<file path="config.mk">
export PLATFORM = sky130hd
export DESIGN_NAME = prog_loader_flat
export DESIGN_NICKNAME = d
export VERILOG_FILES = /design/src/rtl/prog_loader_if.sv /design/src/rtl/prog_loader.sv /design/src/flat_wrapper.sv
export SDC_FILE = /design/constraint.sdc
export NUM_CORES = 1
export LEC_CHECK = 0
export BUFFER_PORTS_ARGS = -buffer_cell sky130_fd_sc_hd__buf_4
export CORE_ASPECT_RATIO = 1.2
export CORE_MARGIN = 2
export CORE_UTILIZATION = 51
export DETAILED_ROUTE_END_ITERATION = 12
export PLACE_DENSITY = 0.87
export SLEW_MARGIN = 0
export SYNTH_ARGS = -nofsm -noshare
export SYNTH_HDL_FRONTEND = slang
export SYNTH_SLANG_ARGS = --single-unit
</file>
<file path="constraint.sdc">
create_clock -name clk -period 2.2 [get_ports clk]
set_clock_uncertainty 0.15 [all_clocks]
set_input_delay 0.44 -clock clk [delete_from_list [all_inputs] [get_ports clk]]
set_output_delay 0.44 -clock clk [all_outputs]
set_load 0.05 [all_outputs]
</file>
<file path="src/rtl/prog_loader_if.sv">
// Byte-stream loader bus: byte source handshake on one side, instruction-memory
// write port and load status on the other. The loader uses the slave modport.
interface prog_loader_if #(
    parameter int unsigned ADDR_W = 8
) ();
    logic              start;
    logic              in_valid;
    logic [7:0]        in_data;
    logic              in_ready;
    logic              im_we;
    logic [ADDR_W-1:0] im_addr;
    logic [15:0]       im_data;
    logic [ADDR_W:0]   words;
    logic              busy;
    logic              done;
    logic              err;
    logic              cpu_run;

    // Byte source / system side
    modport master (
        output start, in_valid, in_data,
        input  in_ready, im_we, im_addr, im_data, words, busy, done, err, cpu_run
    );

    // Loader side
    modport slave (
        input  start, in_valid, in_data,
        output in_ready, im_we, im_addr, im_data, words, busy, done, err, cpu_run
    );
endinterface

</file>
<file path="src/rtl/prog_loader.sv">
// Program loader: assembles big-endian byte pairs into 16-bit instructions and
// writes them to instruction memory until the halt word or the last address.
// The CPU is held in reset (cpu_run=0) until a load completes.
// Optional checksum byte after the program: define LOADER_CHECKSUM_EN.
module prog_loader #(
    parameter int unsigned ADDR_W    = 8,
    parameter logic [15:0] HALT_WORD = 16'h0000
) (
    input  logic        clk,
    input  logic        rst_n,
    prog_loader_if.slave bus
);

    typedef enum logic [2:0] {
        S_IDLE,
        S_HI,
        S_LO,
        S_WRITE,
        S_DONE,
        S_ERR
`ifdef LOADER_CHECKSUM_EN
        , S_CSUM
`endif
    } state_t;

    localparam logic [ADDR_W-1:0] ADDR_ONE  = {{(ADDR_W-1){1'b0}}, 1'b1};
    localparam logic [ADDR_W:0]   WORDS_ONE = {{ADDR_W{1'b0}}, 1'b1};

    state_t            state_q, state_d;
    logic [ADDR_W-1:0] addr_q,  addr_d;
    logic [ADDR_W:0]   words_q, words_d;
    logic [7:0]        hi_q,    hi_d;
    logic [7:0]        lo_q,    lo_d;
`ifdef LOADER_CHECKSUM_EN
    logic [7:0]        sum_q,   sum_d;
`endif

    logic ready;
    logic accept;
    logic last_word;
    state_t term_state;

    assign accept    = ready & bus.in_valid;
    assign last_word = ({hi_q, lo_q} == HALT_WORD) || (addr_q == '1);
`ifdef LOADER_CHECKSUM_EN
    assign term_state = S_CSUM;
`else
    assign term_state = S_DONE;
`endif

    // State register
    always_ff @(posedge clk or negedge rst_n) begin
        if (!rst_n) begin
            state_q <= S_IDLE;
        end else begin
            state_q <= state_d;
        end
    end

    // Datapath registers: address, word count, byte latches (and running sum)
    always_ff @(posedge clk or negedge rst_n) begin
        if (!rst_n) begin
            addr_q  <= '0;
            words_q <= '0;
            hi_q    <= '0;
            lo_q    <= '0;
`ifdef LOADER_CHECKSUM_EN
            sum_q   <= '0;
`endif
        end else begin
            addr_q  <= addr_d;
            words_q <= words_d;
            hi_q    <= hi_d;
            lo_q    <= lo_d;
`ifdef LOADER_CHECKSUM_EN
            sum_q   <= sum_d;
`endif
        end
    end

    // Next-state and datapath update logic
    always_comb begin
        state_d = state_q;
        addr_d  = addr_q;
        words_d = words_q;
        hi_d    = hi_q;
        lo_d    = lo_q;
`ifdef LOADER_CHECKSUM_EN
        sum_d   = sum_q;
`endif
        case (state_q)
            S_IDLE, S_DONE, S_ERR: begin
                if (bus.start) begin
                    state_d = S_HI;
                    addr_d  = '0;
                    words_d = '0;
`ifdef LOADER_CHECKSUM_EN
                    sum_d   = '0;
`endif
                end
            end
            S_HI: begin
                if (accept) begin
                    hi_d    = bus.in_data;
`ifdef LOADER_CHECKSUM_EN
                    sum_d   = sum_q + bus.in_data;
`endif
                    state_d = S_LO;
                end
            end
            S_LO: begin
                if (accept) begin
                    lo_d    = bus.in_data;
`ifdef LOADER_CHECKSUM_EN
                    sum_d   = sum_q + bus.in_data;
`endif
                    state_d = S_WRITE;
                end
            end
            S_WRITE: begin
                words_d = words_q + WORDS_ONE;
                // The last address terminates instead of wrapping to 0.
                if (last_word) begin
                    state_d = term_state;
                end else begin
                    addr_d  = addr_q + ADDR_ONE;
                    state_d = S_HI;
                end
            end
`ifdef LOADER_CHECKSUM_EN
            S_CSUM: begin
                if (accept) begin
                    state_d = ((sum_q + bus.in_data) == 8'h00) ? S_DONE : S_ERR;
                end
            end
`endif
            default: state_d = S_IDLE;
        endcase
    end

    // Output decode; every output is a function of registered state only
    always_comb begin
        ready = 1'b0;
        case (state_q)
            S_HI, S_LO: ready = 1'b1;
`ifdef LOADER_CHECKSUM_EN
            S_CSUM:     ready = 1'b1;
`endif
            default:    ready = 1'b0;
        endcase
    end

    assign bus.in_ready = ready;
    assign bus.im_we    = (state_q == S_WRITE);
    assign bus.im_addr  = addr_q;
    assign bus.im_data  = {hi_q, lo_q};
    assign bus.words    = words_q;
    assign bus.busy     = ready || (state_q == S_WRITE);
    assign bus.done     = (state_q == S_DONE);
    assign bus.cpu_run  = (state_q == S_DONE);
`ifdef LOADER_CHECKSUM_EN
    assign bus.err      = (state_q == S_ERR);
`else
    assign bus.err      = 1'b0;
`endif

endmodule

</file>
<file path="src/flat_wrapper.sv">
// flat-port wrapper written by rule: the top's interface ports become plain ports
module prog_loader_flat 
#(
    parameter int unsigned ADDR_W    = 8,
    parameter logic [15:0] HALT_WORD = 16'h0000
)
  (clk, rst_n, bus_start, bus_in_valid, bus_in_data, bus_in_ready, bus_im_we, bus_im_addr, bus_im_data, bus_words, bus_busy, bus_done, bus_err, bus_cpu_run);
  prog_loader_if #(.ADDR_W(ADDR_W)) bus_i ();
  input  logic clk;
  input  logic rst_n;
  input wire logic [$bits(bus_i.start)-1:0] bus_start;
  input wire logic [$bits(bus_i.in_valid)-1:0] bus_in_valid;
  input wire logic [$bits(bus_i.in_data)-1:0] bus_in_data;
  output wire logic [$bits(bus_i.in_ready)-1:0] bus_in_ready;
  output wire logic [$bits(bus_i.im_we)-1:0] bus_im_we;
  output wire logic [$bits(bus_i.im_addr)-1:0] bus_im_addr;
  output wire logic [$bits(bus_i.im_data)-1:0] bus_im_data;
  output wire logic [$bits(bus_i.words)-1:0] bus_words;
  output wire logic [$bits(bus_i.busy)-1:0] bus_busy;
  output wire logic [$bits(bus_i.done)-1:0] bus_done;
  output wire logic [$bits(bus_i.err)-1:0] bus_err;
  output wire logic [$bits(bus_i.cpu_run)-1:0] bus_cpu_run;
  assign bus_i.start = bus_start;
  assign bus_i.in_valid = bus_in_valid;
  assign bus_i.in_data = bus_in_data;
  assign bus_in_ready = bus_i.in_ready;
  assign bus_im_we = bus_i.im_we;
  assign bus_im_addr = bus_i.im_addr;
  assign bus_im_data = bus_i.im_data;
  assign bus_words = bus_i.words;
  assign bus_busy = bus_i.busy;
  assign bus_done = bus_i.done;
  assign bus_err = bus_i.err;
  assign bus_cpu_run = bus_i.cpu_run;
  prog_loader #(.ADDR_W(ADDR_W), .HALT_WORD(HALT_WORD)) u_core (.clk(clk), .rst_n(rst_n), .bus(bus_i));
endmodule
</file>
==> impl_results.md, run 1 <==
- Status: finished clean
- Syn Nets: 168
- Wire length per cell: 16.1 um
- EDFF count, synth: 0
- Max-slew violations: 0
- Vias in the first global route: 1398
- DRT Wirelength: 3980 um
- Yosys warns: 0
- Synthesized instance count: 154
- Worst flop-to-flop path endpoint: u_core.bus.im_addr[5]
- Fmax achieved: 471 MHz
- Fin Setup TNS: 0 ns
- CTS buffer count: 5
- Hold path depth: 2
- Chip Width: 57.1 um
- Distinct cells, synth: 36
- Post-route DRC: 0
- Crit path time final: 2.12 ns
- Max-cap violation count: 0
- Top cells by area, synth: dfrtp_1 52%, mux2_2 10%, mux2i_1 4.1%, nand2_1 3.5%, o21ai_0 2.3%
- # fillers: 273
- Startpoint types: flop
- Antenna cells: 0
- Post-Layout Cell Count: 247
- CP max FO: 6
- RSZ-0062 raised after global routing: false
- Synth cell count leaders: 36 x dfrtp_1, 16 x mux2_2, 16 x nand2_1
- DP Cell Count: 236
- Iter 0 DRT Violations: 66
- Cell with the most instances after synthesis: dfrtp_1
- Reg2reg start: u_core.bus.im_addr[0]
- Mean Syn Cell Area: 11.2 sq um
- Drt first pass iters: 4
- Fin nets: 223
- Hold Vio Cnt, Final: 0
- P per Cell Area: 1490 nW/um^2
- Seq/Total Area, Yosys: 52.3%
- Reg2Reg Depth: 5
- DPL Wire Length: 2880 um
- Post-Syn Area: 1720 sq um
- Critical Path RT: 2.26 ns
- Final antenna-violating net count: 0
- Period Utilization, post-route: 96.5%
- Final Setup Violations: 0
- Critical path endpoint category: flop
- Gr usage total: 22.5%
- First-pass GRT wire length: 6480 um
- Post-synth top area share: 52.3%
- Root Buffer: clkbuf_8
- Clock sinks: 36
- Area leader, netlist: dfrtp_1
- # H-tree levels: 2
- Peak supply drop: 0.00117 V
- Hold Path Class: in -> reg
- Vias: 1417
- WHS Endpoint: u_core.state_q[2]
- Die height: 67.7 um
- Slack of the worst reg-to-reg path: 0.08 ns
- Vias per cell: 5.74
- GRT Residual Overflow: 0
- Layout cells sized above 1: 40.5%
- Row cnt: 23
- Initial antenna violation count: 0
- Crit path kind: reg -> reg
- Clk buf depth: 2
- Synth Flop Type: dfrtp_1
- Core footprint: 3280 sq um
- Starting Density: 52.5%
- Ports: 51
- Clock slew at reported path FFs: 0.07 ns
- Largest net degree at the start of global routing: 37
- Gpl congestion: 0.826
- Die area: 3860 sq um
- Worst skew pair latency: 0.29 ns
- Hold path startpoint: bus_start
- Number of I/O port buffers: 49
- Yosys reg bits: 36
- Crit path DAT: 2.19 ns
- Area growth from synthesis to layout: 29.9%
- CTS tree: built
- Synth async-reset ratio: 100%
- Lkg Pwr: 1.10 nW
state kept, by name, summed over array words and instances (netlist names):
signal,count
u_core.bus.words,9
u_core.bus.im_addr,8
u_core.hi_q,8
u_core.lo_q,8
u_core.state_q,3
worst max path at each step:
stage | slack (ns) | cells after the start | to | startpoint
global placement | 0.15 | 5 | u_core.bus.im_addr[7] | u_core.bus.im_addr[0]
CTS | 0.03 | 5 | u_core.bus.im_addr[5] | u_core.bus.im_addr[0]
finish | 0.08 | 5 | u_core.bus.im_addr[5] | u_core.bus.im_addr[0]
detailed placement | 0.04 | 5 | u_core.bus.im_addr[5] | u_core.bus.im_addr[0]
global route | 0.004 | 5 | u_core.bus.im_addr[5] | u_core.bus.im_addr[0]
floorplan | 0.05 | 5 | u_core.bus.im_addr[7] | u_core.bus.im_addr[0]
per-layer routing:
| metal | wire (um) | part of all wire [%] | global-route usage [%] | vias up |
|---|---|---|---|---|
| li1 | - | - | - | 672 |
| met1 | 1600 | 40 | 24.7 | 682 |
| met2 | 2000 | 50 | 40.1 | 54 |
| met3 | 292 | 7.3 | 7.85 | 9 |
| met4 | 91 | 2.3 | 8.72 | 0 |
| met5 | 0 | 0 | 0 | - |
critical path: stages, from the launching register on:
cell and delay (ns):
dfrtp_2 0.43, ha_1 0.22, and3_4 0.20, a311o_1 0.41, or4_1 0.48, a21boi_1 0.15
stage by stage:
step	util, %	hold WS (ns)	area [sq um]	total power, mW	setup WS (ns)
floorplan	-	-0.00559	1730	2.30	0.0462
global placement	64.5	0.261	2120	2.76	0.155
detailed placement	64.5	0.271	2120	2.83	0.0405
CTS	67.6	0.185	2220	3.33	0.0295
global route	68.2	0.187	2240	3.51	0.00447
finish	68.2	0.192	2240	3.33	0.0775
logic make-up after synthesis:
group / Yosys count / synth area share (%)
buffers and inverters: 6 / 2.18
DFF: 36 / 52.3
other: 1 / 0.218
AOI/OAI and AO/OA: 29 / 11.0
muxes: 23 / 14.5
and+or+nand+nor: 57 / 18.4
adders and majority gates: 2 / 1.45
final cells by class:
cell class	instances	area, sq um	share of cell area (%)
inverter	1	3.75	0.168
multi-input combinational	112	792	35.4
clock buffer	6	82.6	3.69
tap	37	46.3	2.07
timing repair buffer	53	400	17.9
sequential	36	903	40.4
clock inverter	2	10.0	0.447
power breakdown:
group	switching [mW]	total (mW)	leakage [nW]	internal (mW)
Clock	0.240	0.490	0.0510	0.250
Sequential	0.239	1.11	0.459	0.874
Combinational	1.14	1.73	0.589	0.585
layout by cell type, fill, tap and decap left out, drive strengths merged, types with 4 or more instances in the layout:
master / n
mux2i: 7
nor2: 9
nor4: 4
buf: 52
mux2: 16
o21ai: 8
o31ai: 4
nand2: 16
and3: 6
dfrtp: 36
a21oi: 4
a21boi: 4
clkbuf: 6
nand2b: 6
nand4: 4
nand3: 5
timing repair:
action	in CTS	in global routing
gates resized for setup	0	2
endpoints found under the hold margin	36	0
hold buffers	1	0
setup endpoints to repair	0	2
buffers inserted	0	2
No activity file was read; power rests on OpenSTA's default activity.
==> run 2: changes to the inputs <==
--- a/config.mk
+++ b/config.mk
@@ -11,6 +11,7 @@
 export CORE_UTILIZATION = 51
 export DETAILED_ROUTE_END_ITERATION = 12
 export PLACE_DENSITY = 0.87
+export RECOVER_POWER = 25
 export SLEW_MARGIN = 0
 export SYNTH_ARGS = -nofsm -noshare
 export SYNTH_HDL_FRONTEND = slang
==> run 2 against run 1 <==
  * Utilization fell by 0.076 points
  * Wire length barely moved
  * Cell count did not move
  * Combinational power barely moved
  * Largest power group unchanged
  * Worst setup slack did not move
==> impl_results.md, run 2 (synthesized netlist as in run 1, its figures left out) <==
- CP max FO: 6
- Crit path kind: reg -> reg
- Worst-path cell chain: ha_1, and3_4, a311o_1, or4_1, a21boi_1
- Hold path startpoint: bus_start
- Internal Pwr Total: 1.71 mW
- P per Cell Area: 1490 nW/um^2
- Final setup margin: 0.0775 ns
- Vias: 1417
- Sequential Power Share: 33.4%
- Period Utilization, post-route: 96.5%
- Final Setup Violations: 0
- Initial antenna violation count: 0
- Number of I/O port buffers: 49
- Gpl congestion: 0.826
- CTS tree: built
- Post-route DRC: 0
- Ports: 51
- DRT Wirelength: 3980 um
- Vias per cell: 5.74
- Hold path depth: 2
- Lkg Pwr: 1.10 nW
- GRT Residual Overflow: 0
- Reg2reg start: u_core.bus.im_addr[0]
- Comb power frac: 51.9%
- Fin area: 2240 sq um
- Crit path DAT: 2.19 ns
- Row cnt: 23
- Most frequent cells in the layout: 51 x buf_4, 34 x dfrtp_1, 16 x nand2_1, 16 x mux2_2, 8 x o21ai_0
- Root Buffer: clkbuf_8
- Status: finished clean
- Hold Path Class: in -> reg
- Critical path endpoint category: flop
- Largest net degree at the start of global routing: 37
- Hold Vio Cnt, Final: 0
- Crit path time final: 2.12 ns
- Psw: 1.62 mW
- Clock slew at reported path FFs: 0.07 ns
- Area growth from synthesis to layout: 29.8%
- Core footprint: 3280 sq um
- # fillers: 274
- Worst flop-to-flop path endpoint: u_core.bus.im_addr[5]
- Wire length per cell: 16.1 um
- Post-Place Worst Slack: 0.0405 ns
- Max-slew violations: 0
- Critical Path RT: 2.26 ns
- # H-tree levels: 2
- Clock network power share: 14.7%
- Worst Tran Pin Value: 0.896 ns
- Register area: 903 sq um
- Most common cell after layout, fill and taps aside: buf_4
- DPL Wire Length: 2880 um
- Cell family with most CP delay: simple AND/OR/NAND/NOR gates
- Gr usage total: 22.5%
- CTS buffer count: 5
- Worst skew pair latency: 0.29 ns
- RSZ-0062 raised after global routing: false
- Die height: 67.7 um
- Reg2Reg Depth: 5
- Antenna cells: 0
- Slowest cell on crit path: or4_1
- Clock sinks: 36
- Layout cells sized above 1: 40.5%
- Switching share of power: 48.7%
- Dpl cell area: 2120 sq um
- Peak supply drop: 0.00117 V
- Crit path buffers/inverters: 0
- WHS Endpoint: u_core.state_q[2]
- Largest stage delay on the critical path: 0.48 ns
- Fin nets: 223
- Final antenna-violating net count: 0
- Fmax achieved: 471 MHz
- Drt first pass iters: 4
- Largest register FFs: 9
- Area of the multi-input gates: 792 sq um
- Slack of the worst reg-to-reg path: 0.08 ns
- First-pass GRT wire length: 6480 um
- Max-cap violation count: 0
- Die area: 3860 sq um
- Startpoint types: flop
- Worst slew margin: 40.3%
- Iter 0 DRT Violations: 66
- Starting Density: 52.5%
- Vias in the first global route: 1398
- Chip Width: 57.1 um
- Worst hold slack: 0.192 ns
- Fin Setup TNS: 0 ns
- Clk buf depth: 2
run 2: power by group through the flow:
| stage | clock (mW) | sequential, mW | combinational [mW] |
|---|---|---|---|
| floorplan | 0 | 1.69 | 0.611 |
| finish | 0.490 | 1.11 | 1.73 |
| CTS | 0.504 | 1.11 | 1.71 |
| global route | 0.541 | 1.15 | 1.82 |
| global placement | 0 | 1.09 | 1.67 |
| detailed placement | 0 | 1.12 | 1.71 |
run 2: worst max path at each step:
| stage | from | end | slack, ns | cells after the start |
|---|---|---|---|---|
| after floorplan | u_core.bus.im_addr[0] | u_core.bus.im_addr[7] | 0.05 | 5 |
| after CTS | u_core.bus.im_addr[0] | u_core.bus.im_addr[5] | 0.03 | 5 |
| after global placement | u_core.bus.im_addr[0] | u_core.bus.im_addr[7] | 0.15 | 5 |
| final | u_core.bus.im_addr[0] | u_core.bus.im_addr[5] | 0.08 | 5 |
| after detailed placement | u_core.bus.im_addr[0] | u_core.bus.im_addr[5] | 0.04 | 5 |
| after global routing | u_core.bus.im_addr[0] | u_core.bus.im_addr[5] | 0.004 | 5 |
run 2: final cells by class:
| cell class | count | share of cell area, % |
|---|---|---|
| clock buffers | 6 | 3.69 |
| well taps | 37 | 2.07 |
| clock inverters | 2 | 0.448 |
| inverters | 1 | 0.168 |
| multi-input cells | 112 | 35.4 |
| flip-flops and latches | 36 | 40.4 |
| repair buffers | 53 | 17.8 |
run 2: per-stage QoR:
stage               util [%]  power [mW]  std cells
finish                  68.2        3.33        247
global route            68.2        3.51        247
CTS                     67.6        3.33        245
detailed placement      64.5        2.83        236
global placement        64.5        2.76        236
floorplan                  -        2.30        154
run 2: worst reg2reg max path, cell delays in order (launching register included):
cell and delay (ns):
dfrtp_2 0.43, ha_1 0.22, and3_4 0.20, a311o_1 0.41, or4_1 0.49, a21boi_1 0.15
run 2: what timing repair did:
item / CTS / global route
endpoints found under the hold margin: 36 / 0
hold buffers: 1 / 0
endpoints found under the setup margin: 0 / 2
gates resized for setup: 0 / 2
buffers inserted: 0 / 2
run 2: layer usage:
layer | wire, um | part of all wire [%] | vias to the layer above | GRT usage, %
met4 | 91 | 2.3 | 0 | 8.72
met3 | 292 | 7.3 | 9 | 7.85
met2 | 2000 | 50 | 54 | 40.1
met1 | 1600 | 40 | 682 | 24.7
met5 | 0 | 0 | - | 0
li1 | - | - | 672 | -
==> run 3: changes to the inputs <==
--- a/config.mk
+++ b/config.mk
@@ -9,8 +9,10 @@
 export CORE_ASPECT_RATIO = 1.2
 export CORE_MARGIN = 2
 export CORE_UTILIZATION = 51
+export CTS_CLUSTER_SIZE = 14
 export DETAILED_ROUTE_END_ITERATION = 12
-export PLACE_DENSITY = 0.87
+export GPL_TIMING_DRIVEN = 0
+export PLACE_DENSITY = 0.77
 export RECOVER_POWER = 25
 export SLEW_MARGIN = 0
 export SYNTH_ARGS = -nofsm -noshare
==> run 3 against run 2 <==
  * Count of clock-buffer cells in the layout increased by 1
  * Clock power decreased by 6.3%
  * Utilization increased by 0.34 points
  * Fmax decreased by 0.33%
  * First-iteration DRC count decreased by 33%
  * Global-route usage decreased by 0.78 points
  * Register-to-register slack about the same
  * Sequential share of layout area decreased by 0.20 points
  * Design area increased by 0.50%
  * Sequential power decreased by 5%
  * Wire length decreased by 2.6%
  * Non-clock buffer count increased by 4
  * Critical path type unchanged
  * Highest routed layer unchanged
==> impl_results.md, run 3 (synthesized netlist as in run 1, its figures left out) <==
- Worst Tran Pin Value: 0.891 ns
- Crit path time final: 2.13 ns
- Critical Path RT: 2.27 ns
- Fmax achieved: 470 MHz
- Clock network power share: 13.9%
- Post-layout util: 68.5%
- Worst-path cell chain: ha_1, and3_2, a311o_1, or4_1, a21boi_1
- Fin nets: 227
- Largest net degree at the start of global routing: 37
- Peak supply drop: 0.00142 V
- Max-cap violation count: 0
- Crit path DAT: 2.20 ns
- Post-route DRC: 0
- Switching share of power: 48.7%
- Vias per cell: 5.88
- DPL Wire Length: 2800 um
- Worst skew pair latency: 0.29 ns
- Initial antenna violation count: 0
- Final antenna-violating net count: 0
- Crit path kind: reg -> reg
- Slowest cell on crit path: or4_1
- Max-slew violations: 0
- GRT Residual Overflow: 0
- Gpl congestion: 0.824
- DRT Wirelength: 3880 um
- Clock sinks: 36
- Most common cell after layout, fill and taps aside: buf_4
- # H-tree levels: 2
- Period Utilization, post-route: 96.8%
- Core footprint: 3280 sq um
- Iter 0 DRT Violations: 44
- # fillers: 257
- Largest stage delay on the critical path: 0.49 ns
- Hold Path Class: in -> reg
- Drt first pass iters: 4
- Startpoint types: flop
- CTS buffer count: 5
- Area of the multi-input gates: 788 sq um
- Gr usage total: 21.8%
- Clock slew at reported path FFs: 0.07 ns
- Ports: 51
- Hold Vio Cnt, Final: 0
- Psw: 1.61 mW
- Antenna cells: 0
- Comb power frac: 54.3%
- Register area: 903 sq um
- Lkg Pwr: 1.11 nW
- Starting Density: 52.5%
- CP max FO: 6
- Die height: 67.7 um
- Area growth from synthesis to layout: 30.4%
- Sequential Power Share: 31.8%
- First-pass GRT wire length: 6330 um
- Wire length per cell: 15.4 um
- Vias in the first global route: 1429
- Slack of the worst reg-to-reg path: 0.07 ns
- Number of I/O port buffers: 49
- Internal Pwr Total: 1.70 mW
- Die area: 3860 sq um
- Chip Width: 57.1 um
- Row cnt: 23
- Vias: 1476
- Final Setup Violations: 0
- CTS tree: built
- P per Cell Area: 1470 nW/um^2
- Layout cells sized above 1: 40.2%
- Root Buffer: clkbuf_8
- Status: finished clean
- Worst slew margin: 40.6%
- Critical path endpoint category: flop
- Clk buf depth: 2
- Pwr Total: 3.31 mW
- Largest register FFs: 9
- Most frequent cells in the layout: 54 x buf_4, 34 x dfrtp_1, 16 x nand2_1, 16 x mux2_2, 8 x o21ai_0
==> run 3: routing by layer <==
layer	part of all wire [%]	track usage, %	vias to the layer above
li1	-	-	687
met1	40	24.4	726
met2	51	38.2	56
met3	7.2	7.47	7
met4	1.9	8.43	0
met5	0	0	-
==> run 3: layout make-up <==
cell class	count	area share [%]
clock buffer	7	3.40
clock inverter	1	0.223
sequential	36	40.2
inverter	1	0.167
multi-input combinational	112	35.1
tap	37	2.06
timing repair buffer	52	17.4
buffer	5	1.50
==> run 3: power by group through the flow <==
stage          Sequential [mW]  Clock [mW]  Combinational (mW)
2_1_floorplan             1.69           0               0.611
3_3_place_gp              1.06           0                1.74
3_5_place_dp              1.07           0                1.77
4_1_cts                   1.06       0.468                1.78
5_1_grt                   1.08       0.500                1.90
6_report                  1.05       0.459                1.79
==> run 3: critical path: cells and delay by family (launching register included) <==
family / cells / cell delay, ns
DFF: 1 / 0.43
and+or+nand+nor: 2 / 0.73
AOI/OAI and AO/OA: 2 / 0.54
adders and majority gates: 1 / 0.20
==> run 3: timing repair <==
action / CTS / global route
hold buffers: 1 / 0
setup buffers: 0 / 2
hold endpoints to repair: 36 / 0
resized for setup: 0 / 1
endpoints found under the setup margin: 0 / 2
==> run 3: worst paths after layout <==
path | startpoint | end | depth (start not counted)
min reg2reg | u_core.bus.words[8] | u_core.bus.words[8] | 1
max | u_core.bus.im_addr[1] | u_core.bus.im_addr[5] | 5
max reg2reg | u_core.bus.im_addr[1] | u_core.bus.im_addr[5] | 5
max in group asynchronous | rst_n | u_core.bus.im_addr[1] | 2
min in group asynchronous | rst_n | u_core.bus.words[1] | 2
min | bus_start | u_core.state_q[2] | 2
==> run 3: per-stage QoR <==
stage          cells  cell area, sq um  setup TNS [ns]  hold WS, ns  setup slack, ns
3_5_place_dp     240              2140               0        0.273           0.0974
4_1_cts          249              2230               0        0.182           0.0757
3_3_place_gp     240              2140               0        0.263            0.127
2_1_floorplan    154              1730               0     -0.00559           0.0462
6_report         251              2250               0        0.189           0.0705
5_1_grt          251              2250        -0.00649        0.187         -0.00649
